$ cat src/rtl/load_store_unit.sv
// rtl/load_store_unit.sv - single-outstanding load/store unit bridging the execute stage to an OBI-style data port.
module load_store_unit (
    input  logic        clk_i,
    input  logic        rst_ni,
    input  logic        lsu_req_i,
    input  logic        lsu_we_i,
    input  logic [1:0]  lsu_type_i,
    input  logic        lsu_sign_ext_i,
    input  logic [31:0] lsu_addr_i,
    input  logic [31:0] lsu_wdata_i,
    output logic [31:0] lsu_rdata_o,
    output logic        lsu_rvalid_o,
    output logic        lsu_err_o,
    output logic        lsu_busy_o,
    output logic        data_req_o,
    input  logic        data_gnt_i,
    output logic [31:0] data_addr_o,
    output logic        data_we_o,
    output logic [3:0]  data_be_o,
    output logic [31:0] data_wdata_o,
    input  logic        data_rvalid_i,
    input  logic [31:0] data_rdata_i
);

    typedef enum logic [1:0] {
        IDLE        = 2'd0,
        REQ         = 2'd1,
        WAIT_RVALID = 2'd2
    } state_t;

    localparam logic [1:0] TYPE_BYTE = 2'b00;
    localparam logic [1:0] TYPE_HALF = 2'b01;
    localparam logic [1:0] TYPE_WORD = 2'b10;
    localparam logic [1:0] TYPE_ILL  = 2'b11;

    state_t      state;
    logic [1:0]  addr_lo_q;
    logic        we_q;
    logic [1:0]  type_q;
    logic        sign_ext_q;

    logic        misaligned;
    logic [3:0]  be_fmt;
    logic [31:0] wdata_fmt;
    logic [31:0] rdata_shifted;
    logic [31:0] load_fmt;

    always_comb begin
        misaligned = 1'b0;
        case (lsu_type_i)
            TYPE_HALF: misaligned = lsu_addr_i[0];
            TYPE_WORD: misaligned = (lsu_addr_i[1:0] != 2'b00);
            TYPE_ILL:  misaligned = 1'b1;
            default:   misaligned = 1'b0;
        endcase
    end

    // Request-side formatting: byte enables and lane-replicated store data.
    always_comb begin
        be_fmt    = 4'b1111;
        wdata_fmt = lsu_wdata_i;
        case (lsu_type_i)
            TYPE_BYTE: begin
                be_fmt    = 4'b0001 << lsu_addr_i[1:0];
                wdata_fmt = {4{lsu_wdata_i[7:0]}};
            end
            TYPE_HALF: begin
                be_fmt    = 4'b0011 << {lsu_addr_i[1], 1'b0};
                wdata_fmt = {2{lsu_wdata_i[15:0]}};
            end
            default: begin
                be_fmt    = 4'b1111;
                wdata_fmt = lsu_wdata_i;
            end
        endcase
    end

    // Response-side formatting uses the latched offset, not the live address.
    always_comb begin
        rdata_shifted = data_rdata_i >> {addr_lo_q, 3'b000};
        load_fmt      = rdata_shifted;
        case (type_q)
            TYPE_BYTE: load_fmt = {{24{sign_ext_q & rdata_shifted[7]}}, rdata_shifted[7:0]};
            TYPE_HALF: load_fmt = {{16{sign_ext_q & rdata_shifted[15]}}, rdata_shifted[15:0]};
            default:   load_fmt = rdata_shifted;
        endcase
    end

    always_ff @(posedge clk_i or negedge rst_ni) begin
        if (!rst_ni) begin
            state        <= IDLE;
            addr_lo_q    <= 2'b00;
            we_q         <= 1'b0;
            type_q       <= 2'b00;
            sign_ext_q   <= 1'b0;
            lsu_rdata_o  <= 32'h0;
            lsu_rvalid_o <= 1'b0;
            lsu_err_o    <= 1'b0;
            lsu_busy_o   <= 1'b0;
            data_req_o   <= 1'b0;
            data_addr_o  <= 32'h0;
            data_we_o    <= 1'b0;
            data_be_o    <= 4'b0000;
            data_wdata_o <= 32'h0;
        end else begin
            lsu_rvalid_o <= 1'b0;
            lsu_err_o    <= 1'b0;
            case (state)
                IDLE: begin
                    if (lsu_req_i) begin
                        if (misaligned) begin
                            lsu_err_o <= 1'b1;
                        end else begin
                            addr_lo_q    <= lsu_addr_i[1:0];
                            we_q         <= lsu_we_i;
                            type_q       <= lsu_type_i;
                            sign_ext_q   <= lsu_sign_ext_i;
                            data_addr_o  <= {lsu_addr_i[31:2], 2'b00};
                            data_we_o    <= lsu_we_i;
                            data_be_o    <= be_fmt;
                            data_wdata_o <= wdata_fmt;
                            data_req_o   <= 1'b1;
                            lsu_busy_o   <= 1'b1;
                            state        <= REQ;
                        end
                    end
                end
                REQ: begin
                    if (data_gnt_i) begin
                        data_req_o <= 1'b0;
                        state      <= WAIT_RVALID;
                    end
                end
                WAIT_RVALID: begin
                    if (data_rvalid_i) begin
                        lsu_rdata_o  <= we_q ? 32'h0 : load_fmt;
                        lsu_rvalid_o <= 1'b1;
                        lsu_busy_o   <= 1'b0;
                        state        <= IDLE;
                    end
                end
                default: begin
                    data_req_o <= 1'b0;
                    lsu_busy_o <= 1'b0;
                    state      <= IDLE;
                end
            endcase
        end
    end

endmodule

$ cat config.mk
export PLATFORM = sky130hd
export DESIGN_NAME = load_store_unit
export DESIGN_NICKNAME = d
export VERILOG_FILES = /design/src/rtl/load_store_unit.sv
export SDC_FILE = /design/constraint.sdc
export NUM_CORES = 1
export LEC_CHECK = 0
export CAP_MARGIN = 20
export CORE_UTILIZATION = 47
export DETAILED_ROUTE_END_ITERATION = 7
export GPL_ROUTABILITY_DRIVEN = 0
export PLACE_DENSITY = 0.86
export SKIP_LAST_GASP = 1
export SLEW_MARGIN = 40
export SYNTH_ARGS = -nofsm -noshare
export SYNTH_HDL_FRONTEND = slang
export SYNTH_SLANG_ARGS = --single-unit
$ cat constraint.sdc
create_clock -name clk_i -period 5.3 [get_ports clk_i]
set_input_delay 1.06 -clock clk_i [delete_from_list [all_inputs] [get_ports clk_i]]
set_output_delay 1.06 -clock clk_i [all_outputs]
set_load 0.005 [all_outputs]
==> impl_metrics.yaml <==
run_status:
  status: "finished, final reports clean"
clock_network:
  htree_levels: 3
  hold_buffers: 0
  numCtsBuffers: 9
  clock_sinks: 110
  cts-root-buf: "clkbuf_8"
  clkTransAtPathRegs_ns: 0.09
  ctsLongestPathBuffers: 2
  postCtsSetupRepairBufs: 0
  cts_tree: "yes"
  cts.repair.resized: 0
  clkLatencyLatePin_ns: 0.37
finish:
  syn_to_final_growth_pct: 45.6
  drive_gt1_share_pct: 13.2
  nNetsFinal: 750
  regArea_um2: 2750
  multi_input_area_um2: 2310
  num_antenna_cells: 0
  nFillCells: 795
  layout_common_cells: "clkdlybuf4s50_1 (206), dfrtp_1 (110), nand2_1 (62), o21ai_0 (54), mux2_4 (42)"
  layout_commonest_cell: "clkdlybuf4s50_1"
power_and_ir_drop:
  ir_drop_v: 0.000242
  total_power_uw: 3450
  power_density_nw_per_um2: 450
  p_leak_uw: 0.00347
yosys:
  post_synth_num_cell_types: 35
  synth-adder-area-share_pct: 0
  synth_compound_area_share_pct: 11.8
  synth_simple_gate_area_share_pct: 8.97
  synth_xor_area_share_pct: 0.167
  synth_top_family_by_area: "multiplexers"
  syn-cell-area_um2: 5260
  synth-warning-count: 0
  syn_inst: 451
  syn_area_per_cell_um2: 11.7
  synth_seq_area_share_pct: 52.3
  ys_ff_latch: 110
  synth.mux.area_fraction_pct: 22.6
drt:
  ant_nets: 0
  vias_per_cell: 5.37
  drc: 0
  drtPass1Iterations: 4
  wl_per_cell_um: 17.6
  drt-total-wl_mm: 13.9
  num_vias: 4245
  drtIter0Drc: 233
min_path:
  min_path_type: "flip-flop to flip-flop"
sta:
  fmax_mhz: 333
  drv_slew: 0
  rsz0062_at_grt: "false"
  setup_viol: 0
  post-route-min-period_ns: 3.00
  timing.setup.tns_ns: 0
  worst_clock_skew_ns: 0.00829
  worst_pin_slew_ns: 0.777
  min_period_over_period_pct: 56.7
  max-slew-margin-rel_pct: 48.1
  timing.final.hold_violations: 0
grt:
  grt_max_degree: 57
  grt_pass1_wl_mm: 21.9
  antenna_found_initial: 0
  grt.overflow.total: 0
  grt_pass1_vias: 4372
  grt_use_total_pct: 24.6
critical_path:
  cp.arrival_ns: 3.26
  crit_path_end_kind: "flip-flop"
  startpoint_type: "input port"
  criticalPathCategory: "input port to flip-flop"
  crit_fanout: 45
  worstPathRequired_ns: 5.56
floorplan:
  row_count: 38
  die_w_um: 108
  num_io_pins: 210
  die_area_um2: 11600
  die_y_um: 108
  initial_core_util_pct: 48.3
  core_area_um2: 10900
placed_design:
  port_buffers: 207
  dp_hpwl_mm: 10.2
run:
  cap_violations: 0
critical path: stages:
cell and delay [ns]:
clkdlybuf4s50_1 0.40, buf_4 0.21, or3_1 0.46, a21o_4 0.36, buf_12 0.22, buf_12 0.20
mux2_4 0.32
state kept, by name, indices dropped and copies added, names as in the netlist:
signal        flops
lsu_busy_o        1
data_be_o         4
data_addr_o      30
addr_lo_q         2
lsu_err_o         1
state             2
data_req_o        1
lsu_rvalid_o      1
data_wdata_o     32
sign_ext_q        1
type_q            2
lsu_rdata_o      32
we_q              1
worst paths after layout:
| kind | start | end | slack, ns | cells after the start |
|---|---|---|---|---|
| min in group asynchronous | rst_ni | lsu_rdata_o[4]$_DFFE_PN0P_ | 0.71 | 1 |
| worst min register to register | data_wdata_o[18]$_DFFE_PN0P_ | data_wdata_o[18]$_DFFE_PN0P_ | 0.49 | 2 |
| max in group asynchronous | rst_ni | data_wdata_o[1]$_DFFE_PN0P_ | 3.43 | 2 |
| worst max-delay path | lsu_type_i[0] | data_addr_o[9]$_DFFE_PN0P_ | 2.30 | 7 |
| worst max register to register | state[1]$_DFFE_PN0P_ | data_addr_o[9]$_DFFE_PN0P_ | 3.06 | 5 |
| worst min-delay path | data_wdata_o[18]$_DFFE_PN0P_ | data_wdata_o[18]$_DFFE_PN0P_ | 0.49 | 2 |
kinds of logic (layout without fill, tap and decap cells):
group | Yosys count | in the layout
flip-flops | 110 | 110
AO/OA/AOI/OAI | 107 | 107
AND/OR/NAND/NOR | 100 | 100
multiplexers | 94 | 94
buffers and inverters | 38 | 236
other | 1 | 2
XOR/XNOR | 1 | 1
layer usage:
| metal | GRT usage, % | wire [um] | vias up | part of all wire, % |
|---|---|---|---|---|
| met2 | 42.2 | 6940 | 193 | 50 |
| met1 | 29.1 | 5530 | 2062 | 40 |
| met5 | 0 | 0 | - | 0 |
| met4 | 8.61 | 224 | 0 | 1.6 |
| met3 | 7.38 | 1240 | 15 | 8.9 |
| li1 | - | - | 1975 | - |
cell usage after synthesis (all sizes together):
master / instances / area [um^2]
or3: 1 / 6.26
a211o: 1 / 8.76
nand2b: 1 / 6.26
clkbuf: 18 / 67.6
o211ai: 2 / 15.0
nor4b: 3 / 32.5
nand2: 62 / 233
a21o: 3 / 22.5
mux4: 2 / 45.0
a22oi: 16 / 120
dfrtp: 110 / 2750
or3b: 1 / 8.76
and3: 1 / 6.26
o21ai: 54 / 270
inv: 3 / 11.3
nand3b: 10 / 75.1
xnor2: 1 / 8.76
nor3b: 2 / 20.0
o22ai: 1 / 6.26
mux2: 52 / 743
nor4: 1 / 6.26
mux2i: 40 / 400
a22o: 8 / 70.1
or2: 1 / 6.26
a21oi: 22 / 110
buf: 17 / 133
nor2: 16 / 60.1
nand4bb: 1 / 11.3
conb: 1 / 3.75
final cells by class:
class | instances | area share, %
multi-input cells | 304 | 30.1
clock buffers | 9 | 1.62
inverters | 3 | 0.147
clock inverters | 7 | 1.58
flip-flops and latches | 110 | 35.9
repair buffers | 217 | 28.3
well taps | 140 | 2.29
stage by stage:
stage	hold WS, ns	utilization [%]	setup WS, ns	area [um^2]	instances
5_1_grt	0.515	70.4	2.24	7660	790
3_5_place_dp	0.470	68.1	1.91	7410	774
3_3_place_gp	0.462	67.6	1.90	7360	770
2_1_floorplan	0.473	-	2.77	5260	452
6_report	0.491	70.4	2.30	7660	790
4_1_cts	0.492	70.3	2.31	7660	790
where the power goes:
part           switching [uW]  internal (uW)
Sequential                208           1150
Clock                     288            315
Combinational             526            957
Power figures use the tool's default switching activity.
